[config.mk]
export PLATFORM = sky130hd
export DESIGN_NAME = hilo_acc
export DESIGN_NICKNAME = d
export VERILOG_FILES = /design/src/rtl/hilo_pkg.sv /design/src/rtl/hilo_addsub.sv /design/src/rtl/hilo_acc.sv
export SDC_FILE = /design/constraint.sdc
export NUM_CORES = 1
export LEC_CHECK = 0
export BUFFER_PORTS_ARGS = -buffer_cell sky130_fd_sc_hd__buf_2
export CAP_MARGIN = 20
export CORE_ASPECT_RATIO = 1.5
export CORE_MARGIN = 5
export CORE_UTILIZATION = 40
export DETAILED_ROUTE_END_ITERATION = 10
export GPL_TIMING_DRIVEN = 0
export HOLD_SLACK_MARGIN = 0.08
export PLACE_DENSITY = 0.72
export SETUP_SLACK_MARGIN = 0.4
export SLEW_MARGIN = 20
export SYNTH_ARGS = -nofsm -noshare
export SYNTH_HDL_FRONTEND = slang
export SYNTH_SLANG_ARGS = --single-unit
[constraint.sdc]
create_clock -name clk -period 7.5 [get_ports clk]
set_input_delay 0 -clock clk [delete_from_list [all_inputs] [get_ports clk]]
set_output_delay 0 -clock clk [all_outputs]
set_load 0.02 [all_outputs]
[src/rtl/hilo_pkg.sv]
// Shared definitions for the HI/LO accumulator: op encodings and default widths.
package hilo_pkg;

  localparam int unsigned HILO_DATA_W = 32;
  localparam int unsigned HILO_OP_W   = 3;

  // Codes 6 and 7 are reserved and behave as NOP.
  typedef enum logic [HILO_OP_W-1:0] {
    HILO_NOP     = 3'd0,
    HILO_WR_BOTH = 3'd1,
    HILO_WR_HI   = 3'd2,
    HILO_WR_LO   = 3'd3,
    HILO_MADD    = 3'd4,
    HILO_MSUB    = 3'd5
  } hilo_op_e;

endpackage

[src/rtl/hilo_addsub.sv]
// Combinational double-width add/subtract of the {hi,lo} pair and a product.
module hilo_addsub #(
  parameter int unsigned WIDTH = 64
) (
  input  logic [WIDTH-1:0] acc,
  input  logic [WIDTH-1:0] prod,
  input  logic             sub,
  output logic [WIDTH-1:0] res
);

  // Wraps modulo 2^WIDTH; LO carry/borrow flows into HI naturally.
  always_comb begin
    res = sub ? (acc - prod) : (acc + prod);
  end

endmodule

[src/rtl/hilo_acc.sv]
// HI/LO register pair with selective writes and a 2-cycle MADD/MSUB path.
// Define HILO_BYPASS_EN to forward next-edge values onto hi_rd/lo_rd.
module hilo_acc
  import hilo_pkg::*;
#(
  parameter int unsigned DATA_W = HILO_DATA_W
) (
  input  logic                 clk,
  input  logic                 rst,
  input  logic                 op_valid,
  input  logic [HILO_OP_W-1:0] op,
  input  logic [DATA_W-1:0]    hi_in,
  input  logic [DATA_W-1:0]    lo_in,
  output logic                 op_ready,
  output logic                 busy,
  output logic [DATA_W-1:0]    hi_out,
  output logic [DATA_W-1:0]    lo_out,
  output logic [DATA_W-1:0]    hi_rd,
  output logic [DATA_W-1:0]    lo_rd
);

  logic [2*DATA_W-1:0] prod_q;
  logic                sub_q;
  logic [2*DATA_W-1:0] acc_res;
  logic                accept;
  hilo_op_e            op_e;

  assign op_e     = hilo_op_e'(op);
  assign op_ready = ~busy;
  assign accept   = op_valid & ~busy;

  hilo_addsub #(
    .WIDTH(2*DATA_W)
  ) u_addsub (
    .acc (({hi_out, lo_out})),
    .prod(prod_q),
    .sub (sub_q),
    .res (acc_res)
  );

  always_ff @(posedge clk) begin
    if (rst) begin
      hi_out <= '0;
      lo_out <= '0;
      busy   <= 1'b0;
      prod_q <= '0;
      sub_q  <= 1'b0;
    end else if (busy) begin
      {hi_out, lo_out} <= acc_res;
      busy             <= 1'b0;
    end else if (accept) begin
      case (op_e)
        HILO_WR_BOTH: begin
          hi_out <= hi_in;
          lo_out <= lo_in;
        end
        HILO_WR_HI: hi_out <= hi_in;
        HILO_WR_LO: lo_out <= lo_in;
        HILO_MADD, HILO_MSUB: begin
          prod_q <= {hi_in, lo_in};
          sub_q  <= (op_e == HILO_MSUB);
          busy   <= 1'b1;
        end
        default: ;
      endcase
    end
  end

  always_comb begin
    hi_rd = hi_out;
    lo_rd = lo_out;
`ifdef HILO_BYPASS_EN
    if (busy) begin
      {hi_rd, lo_rd} = acc_res;
    end else if (accept) begin
      case (op_e)
        HILO_WR_BOTH: begin
          hi_rd = hi_in;
          lo_rd = lo_in;
        end
        HILO_WR_HI: hi_rd = hi_in;
        HILO_WR_LO: lo_rd = lo_in;
        default: ;
      endcase
    end
`endif
  end

endmodule

==> run metrics <==
switch share=0.394; FMAX=172 MHz; nets=1875; Worst Hold Class=in2reg; status=finished clean; post-synthesis cell count=1457; Critical Path End Type=flop; gr ovfl total=0; vias in the first global route=11800; Cell variety after synth=74; synthesized net count=1592; Synth Flop Type=dfxtp_1; dominant cell type by area after synthesis=dfxtp_1; Routed WL=43200 um; Most Crowded Layer GR=met2; hpwl dp=34000 um; first-pass GRT wire length=64700 um; drt first pass iters=6; final setup TNS=0 ns; die height=211 um; Logic pwr share=0.390; final core occ=0.506; Max Cap Viol=0; core area=0.0266 mm2; Post-CTS Setup Inserts=0; FP Rows=73; CTS H-tree depth=4; Syn-to-layout area delta=24.7%; yosys warns=0; Cell Area, Synth=0.0108 mm2; Final period util=0.775; Syn Area/Cell=7.40 um2; TritonCTS buffer count=17; met3 Usage GRT=0.0333; TritonCTS clock tree=yes; most frequent cell after synthesis=nand2_1; r2r setup slk=1.69 ns; Slew Viols, Final=0; leak pwr=0.00642 uW; Worst Path Max Fanout=7; Clk Latency, worst-skew pair=roughly 0.44 ns; fin cells=2090; share of layout cells above drive strength 1=0.188; Starting DRT DRC Count=939; CTS max path bufs=2; fin crit period=5.81 ns; antenna diode count=0; DRC=0; internal power=around 1600 uW; CTS root buf=clkbuf_16; die area=0.0304 mm2; Worst EP arrival=6.11 ns; clock power share=0.324; most frequent cells after synthesis=nand2_1, a21oi_1, nor2_1; vias per cell=around 5.7; dpl cells=approximately 2000; RSZ-0062 raised after global routing=no; grt met2 use=0.497; peak supply drop=0.000149 V; number of synthesized flops with an enable pin=0; clock skew=0.0138 ns; Yosys reg bits=130; GRT Util Overall=0.278; net load switching power=1060 uW; Setup-failing EPs final=0; crit path launch type=flop; Synth area leaders=dfxtp_1, a21oi_1, ha_1; Yosys top cell area share=0.241; Boundary Pins=200; share of flip-flops with an asynchronous set or reset=0; Initial Utilization=0.406; Hold Vio Cnt, Final=0; Worst Path Class, Setup=reg2reg; vias=12000; CTS sink count=130; wire per inst=slightly above 20 um; Clock transition at path regs=0.06 ns; Buffers on Ports=about 200; Max-Slew Margin vs Limit=0.199; Seq pwr share=0.286; remaining antenna violation count=0; Die Wd=144 um; Seq/Total Area, Yosys=0.241; M1 GR Usage=0.293; GP Congestion=between 0.9 and 1; largest net degree at the start of global routing=17; Worst Tran Pin Value=1.20 ns; initial antenna violation count=0; Req. time, crit path=7.80 ns; PwrDens=about 200 mW/mm2
==> per-layer routing <==
| metal | share of wire | up-vias | routed length, um |
|---|---|---|---|
| met1 | 0.35 | 5595 | 15200 |
| met3 | 0.058 | 167 | 2500 |
| met5 | 0 | - | 0 |
| met4 | 0.085 | 0 | 3660 |
| li1 | - | 5670 | - |
| met2 | 0.51 | 536 | 21900 |
==> worst max-delay path, stage by stage (launching register included) <==
cell and delay [ns]:
dfxtp_1 0.38, nor4_1 0.66, nand4b_1 0.25, nor2_1 0.55, and2_1 0.31, a21oi_1 0.13, a21oi_1 0.46, o21ai_0 0.23
xnor2_1 0.31, ha_1 0.29, clkbuf_1 0.19, a21oi_1 0.25, nand2_1 0.16, a2111oi_2 0.66, o31ai_2 0.24, a211oi_2 0.25
mux2i_1 0.28, nor3_1 0.07
==> cell families after synthesis <==
| group | Yosys count | share of synthesized area |
|---|---|---|
| and+or+nand+nor | 525 | 0.219 |
| buffers and inverters | 164 | 0.0797 |
| adders and majority gates | 65 | 0.0761 |
| AOI/OAI and AO/OA | 392 | 0.228 |
| xor gates and xnor gates | 113 | 0.0918 |
| DFF | 130 | 0.241 |
| muxes | 68 | 0.0638 |
==> metrics by stage <==
stage          worst slack (ns)  area, um2  total power [uW]  hold WS [ns]
2_1_floorplan              3.36      10800              1500         0.136
3_3_place_gp               1.82      12200              1770         0.254
4_1_cts                    1.78      13400              2680         0.141
6_report                   1.69      13400              2680         0.156
3_5_place_dp               1.81      12200              1780         0.258
5_1_grt                    1.42      13400              2810         0.192
==> flip-flops by register name (all words and copies together), names as in the netlist <==
register / cells
prod_q: 64
hi_out: 32
lo_out: 32
sub_q: 1
busy: 1
==> cells in the final DEF (no fill, tap or decap), types with 8 or more instances in the layout <==
cell,instances
a211oi_1,22
a21o_1,33
a21oi_1,195
a31oi_1,14
a41oi_1,8
and3_1,15
buf_1,15
buf_2,202
buf_4,64
clkbuf_1,56
clkbuf_16,17
dfxtp_1,130
dlygate4sd3_1,65
ha_1,64
inv_1,25
inv_6,8
mux2i_1,62
nand2_1,207
nand2b_1,11
nand3_1,13
nand4_1,17
nor2_1,161
nor2b_1,10
nor3_1,38
nor4_1,8
o21a_1,8
o21ai_0,41
o21bai_1,8
o22ai_1,13
or3_1,11
xnor2_1,81
xor2_1,32
==> power groups by stage <==
stage	Combinational, uW	Clock [uW]	Sequential [uW]
2_1_floorplan	703	0	794
3_3_place_gp	991	0	781
3_5_place_dp	998	0	783
4_1_cts	1030	877	767
5_1_grt	1130	908	771
6_report	1040	869	767
==> final cells by class <==
type	instances	area, um2
fillers	2652	13100
multi-input cells	1163	7320
flip-flops and latches	130	2600
repair buffers	264	1650
plain buffers	138	762
clock buffers	17	425
well taps	337	422
clock inverters	15	170
inverters	26	97.6
==> final timing paths <==
path | start | to | cells after the start
worst max-delay path | prod_q[10] | hi_out[29] | 17
worst min-delay path | op[2] | lo_out[0] | 4
worst max register to register | prod_q[10] | hi_out[29] | 17
worst min register to register | prod_q[63] | prod_q[63] | 2
==> repair_timing <==
item                      in CTS  in global routing
gates resized for setup        0                  0
hold endpoints to repair     127                  0
hold buffers                  65                  0
(Power assumes the default switching activity.)
